File: src/rtl/bcd_pkg.sv
// Shared types and constants for the BCD-to-binary converter.
package bcd_pkg;

    typedef enum logic [1:0] {
        IDLE  = 2'd0,
        SHIFT = 2'd1,
        DONE  = 2'd2
    } state_t;

    typedef logic [3:0] bcd_digit_t;

    localparam bcd_digit_t BCD_MAX_DIGIT = 4'd9;
    localparam bcd_digit_t DD_THRESH     = 4'd8;
    localparam bcd_digit_t DD_ADJ        = 4'd3;

    function automatic logic digit_invalid(input bcd_digit_t d);
        return d > BCD_MAX_DIGIT;
    endfunction

endpackage

File: src/rtl/bcd_digit_adjust.sv
// One reverse double-dabble correction: a nibble that reads 8 or more after
// the right shift had a 1 shifted in from the digit above, so take 3 off it.
module bcd_digit_adjust
    import bcd_pkg::*;
(
    input  bcd_digit_t digit,
    output bcd_digit_t adjusted
);

    assign adjusted = (digit >= DD_THRESH) ? bcd_digit_t'(digit - DD_ADJ) : digit;

endmodule

File: src/rtl/bcd_to_binary.sv
// Sequential signed BCD-to-two's-complement converter (reverse double-dabble,
// one shift per clock). Build option SATURATE_EN clamps overflowed results.
//
// state | meaning
// IDLE  | waiting for valid; loads work register, sign and digit-error flag
// SHIFT | one shift+adjust per cycle while cnt < 4*DIGITS, then one settle cycle
// DONE  | result is final; output registers load on the next edge
module bcd_to_binary
    import bcd_pkg::*;
#(
    parameter int DIGITS = 3,
    parameter int BIN_W  = 8
) (
    input  logic                  clk,
    input  logic                  reset,
    input  logic                  valid,
    input  logic [4*DIGITS-1:0]   BCD_code,
    input  logic                  sign,
    output logic                  busy,
    output logic                  bin_ready,
    output logic [BIN_W-1:0]      bin_result,
    output logic                  overflow,
    output logic                  bcd_error
);

    localparam int BCD_W  = 4 * DIGITS;
    localparam int WORK_W = 2 * BCD_W;
    localparam int CNT_W  = $clog2(BCD_W + 1);
    localparam logic [CNT_W-1:0] LAST    = CNT_W'(BCD_W);
    localparam logic [31:0]      POS_LIM = 32'((2 ** (BIN_W - 1)) - 1);
    localparam logic [31:0]      NEG_LIM = POS_LIM + 32'd1;

    state_t              state, next_state;
    logic [WORK_W-1:0]   work;
    logic [WORK_W-1:0]   shifted;
    logic [BCD_W-1:0]    adjusted;
    logic [CNT_W-1:0]    cnt;
    logic                sign_q;
    logic                err_q;
    logic                any_bad;
    logic [31:0]         mag_ext;
    logic [BIN_W-1:0]    mag_bin;
    logic [BIN_W-1:0]    res_d;
    logic                ovf_d;
    logic                busy_q;

    assign shifted = work >> 1;

    for (genvar g = 0; g < DIGITS; g++) begin : g_adj
        bcd_digit_adjust u_adj (
            .digit    (shifted[BCD_W + 4*g +: 4]),
            .adjusted (adjusted[4*g +: 4])
        );
    end

    always_comb begin
        any_bad = 1'b0;
        for (int i = 0; i < DIGITS; i++) begin
            if (digit_invalid(BCD_code[4*i +: 4])) any_bad = 1'b1;
        end
    end

    always_ff @(posedge clk or negedge reset) begin
        if (!reset) begin
            state <= IDLE;
        end else begin
            state <= next_state;
        end
    end

    always_comb begin
        next_state = state;
        case (state)
            IDLE:    if (valid) next_state = SHIFT;
            SHIFT:   if (cnt == LAST) next_state = DONE;
            DONE:    next_state = IDLE;
            default: next_state = IDLE;
        endcase
    end

    always_ff @(posedge clk or negedge reset) begin
        if (!reset) begin
            work   <= '0;
            cnt    <= '0;
            sign_q <= 1'b0;
            err_q  <= 1'b0;
        end else begin
            case (state)
                IDLE: begin
                    if (valid) begin
                        work   <= {BCD_code, BCD_W'(0)};
                        sign_q <= sign;
                        err_q  <= any_bad;
                        cnt    <= '0;
                    end
                end
                SHIFT: begin
                    if (cnt == LAST) begin
                        cnt <= '0;
                    end else begin
                        work <= {adjusted, shifted[BCD_W-1:0]};
                        cnt  <= cnt + CNT_W'(1);
                    end
                end
                default: ;
            endcase
        end
    end

    assign mag_ext = 32'(work[BCD_W-1:0]);
    assign mag_bin = mag_ext[BIN_W-1:0];

    // Negative range reaches one further than positive, so -2**(BIN_W-1) is legal.
    always_comb begin
        res_d = '0;
        ovf_d = 1'b0;
        if (!err_q) begin
            if (sign_q ? (mag_ext > NEG_LIM) : (mag_ext > POS_LIM)) begin
                ovf_d = 1'b1;
`ifdef SATURATE_EN
                res_d = sign_q ? {1'b1, {(BIN_W-1){1'b0}}} : {1'b0, {(BIN_W-1){1'b1}}};
`else
                res_d = '0;
`endif
            end else begin
                res_d = sign_q ? BIN_W'(-mag_bin) : mag_bin;
            end
        end
    end

    always_ff @(posedge clk or negedge reset) begin
        if (!reset) begin
            busy_q     <= 1'b0;
            bin_ready  <= 1'b0;
            bin_result <= '0;
            overflow   <= 1'b0;
            bcd_error  <= 1'b0;
        end else begin
            busy_q    <= (state != IDLE);
            bin_ready <= (state == DONE);
            if (state == DONE) begin
                bin_result <= res_d;
                overflow   <= ovf_d;
                bcd_error  <= err_q;
            end
        end
    end

    assign busy = busy_q;

endmodule

File: config.mk
export PLATFORM = sky130hd
export DESIGN_NAME = bcd_to_binary
export DESIGN_NICKNAME = d
export VERILOG_FILES = /design/src/rtl/bcd_pkg.sv /design/src/rtl/bcd_digit_adjust.sv /design/src/rtl/bcd_to_binary.sv
export SDC_FILE = /design/constraint.sdc
export NUM_CORES = 1
export LEC_CHECK = 0
export CORE_MARGIN = 3
export CORE_UTILIZATION = 63
export DETAILED_ROUTE_END_ITERATION = 10
export DONT_BUFFER_PORTS = 1
export PLACE_DENSITY = 0.88
export SLEW_MARGIN = 20
export SYNTH_ARGS = -nofsm -noshare
export SYNTH_HDL_FRONTEND = slang
export SYNTH_SLANG_ARGS = --single-unit
File: constraint.sdc
create_clock -name clk -period 4.8 [get_ports clk]
set_input_delay 0.96 -clock clk [delete_from_list [all_inputs] [get_ports clk]]
set_output_delay 0.96 -clock clk [all_outputs]
set_load 0.01 [all_outputs]
==> summary.txt <==
Run status
  • Status: complete, no violations

Timing
  • Layout Skew: approximately 0.0043 ns
  • Rel. slew slack: a little under three fifths
  • Min Clock Period, post-route: around 2.7 ns
  • Final Hold Fails: 0
  • Fmax: roughly 370 MHz
  • Slew @ Worst Pin: about 0.63 ns
  • Slew Viols, Final: 0
  • Unrepaired setup endpoints after global routing: false
  • Number of setup violations in the final report: 0
  • Period Utilization, post-route: between 50% and 60%
  • Setup TNS: 0 ns

Placement
  • Port bufs: 0
  • DPL Wire Length: 2613 µm
  • Dpl cells: roughly 260
  • Gpl congestion: 0.7605

CTS
  • H-tree level count: 2
  • Post-CTS setup buffers: 0
  • TritonCTS Buffers: 5
  • CTS Buffer Depth: 2
  • Root buf cell: clkbuf_4
  • Resize count post-CTS: 0
  • CTS tree: done
  • Clk sinks: 44
  • Hold Buf Count CTS: 0
  • Clk slew on worst S/H paths: between 0.1 and 0.15 ns
  • Skew-Pair Late Insertion Delay: between 0.3 and 0.4 ns

Power
  • Clock power share: about 18%
  • Internal: about 0.88 mW
  • Total chip power: ~1.4 mW
  • Sw power: approximately 0.54 mW
  • Seq pwr share: between 40 and 50%
  • Worst vdd ir: about 0.37 mV
  • Switching share of total power: 38.16%
  • Power density cells: between 600 and 700 nW/µm²
  • LEAKAGE: ~1.1 nW
  • Combinational share of power: between 30% and 40%

Setup path
  • Startpoint Class: register
  • Largest fanout on the critical path: 27
  • Slowest cell on crit path: clkinv_1
  • CP Class: reg2reg
  • Slowest stage delay, CP: about 0.7 ns
  • Crit end category: register
  • Crit-path cells: inv_1, ha_1, and3_1, a21o_1, clkinv_1, a21oi_1, a31oi_1
  • Critical Path RT: about 5 ns
  • CP arrival: 2.89 ns

Synthesis
  • Syn nets: 250
  • Syn Inst Count: around 230
  • Unique masters post-synth: 39
  • Asr flop ratio synth: 100.0%
  • Seq cells post-synth: between 40 and 50
  • Share of the yosys chip area belonging to registers: 51.55%
  • Synthesized area: roughly 2100 µm²
  • Post-synth EDFFs: 0
  • Per-instance average area after synthesis: between 9 and 10 µm²
  • Ys Warns: 0
  • Synth Flop Type: dfrtp_1

Layout
  • Storage cell area: 1101 µm²
  • Inserted Diodes: 0
  • Post-Layout Cell Count: around 270
  • Layout net count: about 250
  • Most common cell after layout, fill and taps aside: nand2_1
  • Most frequent cells in the layout: 48 x nand2_1, 44 x dfrtp_1, 18 x o21ai_0
  • Area of the multi-input gates: around 940 µm²
  • Area delta synth->final: 5.038%
  • Layout fillers: roughly 240
  • Fraction of layout cells with a size suffix above 1: under 10%

Detailed routing
  • DRC: 0
  • DRT Pass-1 Iters: 4
  • Vias per inst: 5.706
  • DR iter-0 viols: approximately 110
  • Vias post-DR: approximately 1.5k
  • Total wire length: ~3700 µm
  • Wire per inst: roughly 14 µm
  • Post-route ant nets: 0

Floorplanning
  • Core region area: approximately 3200 µm²
  • Initial Util: between 60% and 70%
  • Row Count: 20
  • Die Area: just over 4000 µm²
  • Die height: ~64 µm
  • IO Count: 28
  • Die width: 64.23 µm

Global route
  • Vias in the first global route: between 1k and 1.5k
  • Met3 Usage GRT: 6.678%
  • Largest net degree at the start of global routing: 45
  • Total global routing overflow: 0
  • Met1 usage: between 20% and 30%
  • Met2 Usage GRT: 32.77%
  • Total GRT Usage: 19.86%
  • Most used routing layer in global routing: met2
  • First-pass GRT wire length: 6368 µm
  • Initial antenna violation count: 0

Job
  • MaxCap Viol Count: 0

Hold path
  • Worst hold path type: in2async
[cell type report]
type / instances / share of cell area (%)
clock buffers: 7 / 2.900
flip-flops and latches: 44 / 49.08
repair buffers: 1 / 0.3346
multi-input cells: 161 / 42.05
well taps: 44 / 2.454
inverters: 11 / 1.840
clock inverters: 1 / 1.339
[per-stage QoR]
step / hold slack [ns] / area [µm²] / worst slack, ns / utilization, %
finish: 0.2814 / 2243 / 2.130 / 71.15
global route: 0.2495 / 2243 / 1.872 / 71.15
detailed placement: 0.4831 / 2148 / 1.810 / 68.13
global placement: 0.4708 / 2148 / 1.905 / 68.13
CTS: 0.2684 / 2243 / 2.112 / 71.15
floorplan: 0.4495 / 2136 / 2.884 / -
[cells in the mapped netlist, types with 2 or more instances]
cell type   n  area share, %
xor2_1      5            2.1
clkbuf_1    4           0.70
inv_1      10            1.8
buf_1       2           0.35
o21ai_0    18            4.2
o21ai_1     8            1.9
dfrtp_1    44             52
nor2_1     11            1.9
and3_1      2           0.59
a22o_1      2           0.82
nand3_1    12            2.8
nand2b_1    2           0.59
nor2b_1     4            1.2
buf_2       4           0.94
xnor2_1     5            2.1
a31oi_1     5            1.5
nand2_1    48            8.4
o31ai_1     4            1.4
a211oi_1    2           0.70
mux2i_1     3            1.4
a211o_1     2           0.82
a21oi_1     6            1.4
mux2_2      2            1.1
ha_1        7            4.1
[logic make-up (layout without fill, tap and decap cells)]
| logic type | Yosys count | after routing | synth area share [%] |
|---|---|---|---|
| simple gates | 87 | 87 | 18.57 |
| compound gates | 52 | 52 | 14.94 |
| flops | 44 | 44 | 51.55 |
| buf+inv | 22 | 20 | 4.277 |
| xor+xnor | 10 | 10 | 4.101 |
| fa+ha+maj | 7 | 7 | 4.101 |
| mux | 5 | 5 | 2.460 |
[critical path, delay by kind of cell, from the launching register on]
family	cells	cell delay, ns
AO/OA/AOI/OAI	3	0.91
flip-flops	1	0.44
AND/OR/NAND/NOR	1	0.22
buffers and inverters	2	0.78
adder cells (fa/ha/maj)	1	0.18
[routing by layer]
layer,part of all wire (%),vias up
met4,1.0,0
met2,47,46
li1,-,760
met3,6.4,4
met5,0,-
met1,46,725
[power by group through the flow]
stage | clock network, mW | logic, mW | registers, mW
floorplan | 0 | 0.485 | 0.593
global placement | 0 | 0.521 | 0.627
detailed placement | 0 | 0.545 | 0.633
CTS | 0.259 | 0.546 | 0.625
global route | 0.277 | 0.629 | 0.648
finish | 0.255 | 0.539 | 0.627
[worst paths after layout]
path,startpoint,slack [ns],cells past startpoint,endpoint
max reg2reg,cnt[0]$_DFFE_PN0P_,2.13,7,work[15]$_DFFE_PN0P_
min reg2reg,work[12]$_DFFE_PN0P_,0.51,2,work[12]$_DFFE_PN0P_
max in group asynchronous,reset,4.43,0,bin_result[3]$_DFFE_PN0P_
max,cnt[0]$_DFFE_PN0P_,2.13,7,work[15]$_DFFE_PN0P_
min in group clk,work[12]$_DFFE_PN0P_,0.51,2,work[12]$_DFFE_PN0P_
min,reset,0.28,0,state[0]$_DFFE_PN0P_
[state kept, by name (all words and copies together), names as in the netlist, 2 cells and up]
name        count
cnt             4
bin_result      8
state           2
work           24
(Power assumes the default switching activity.)
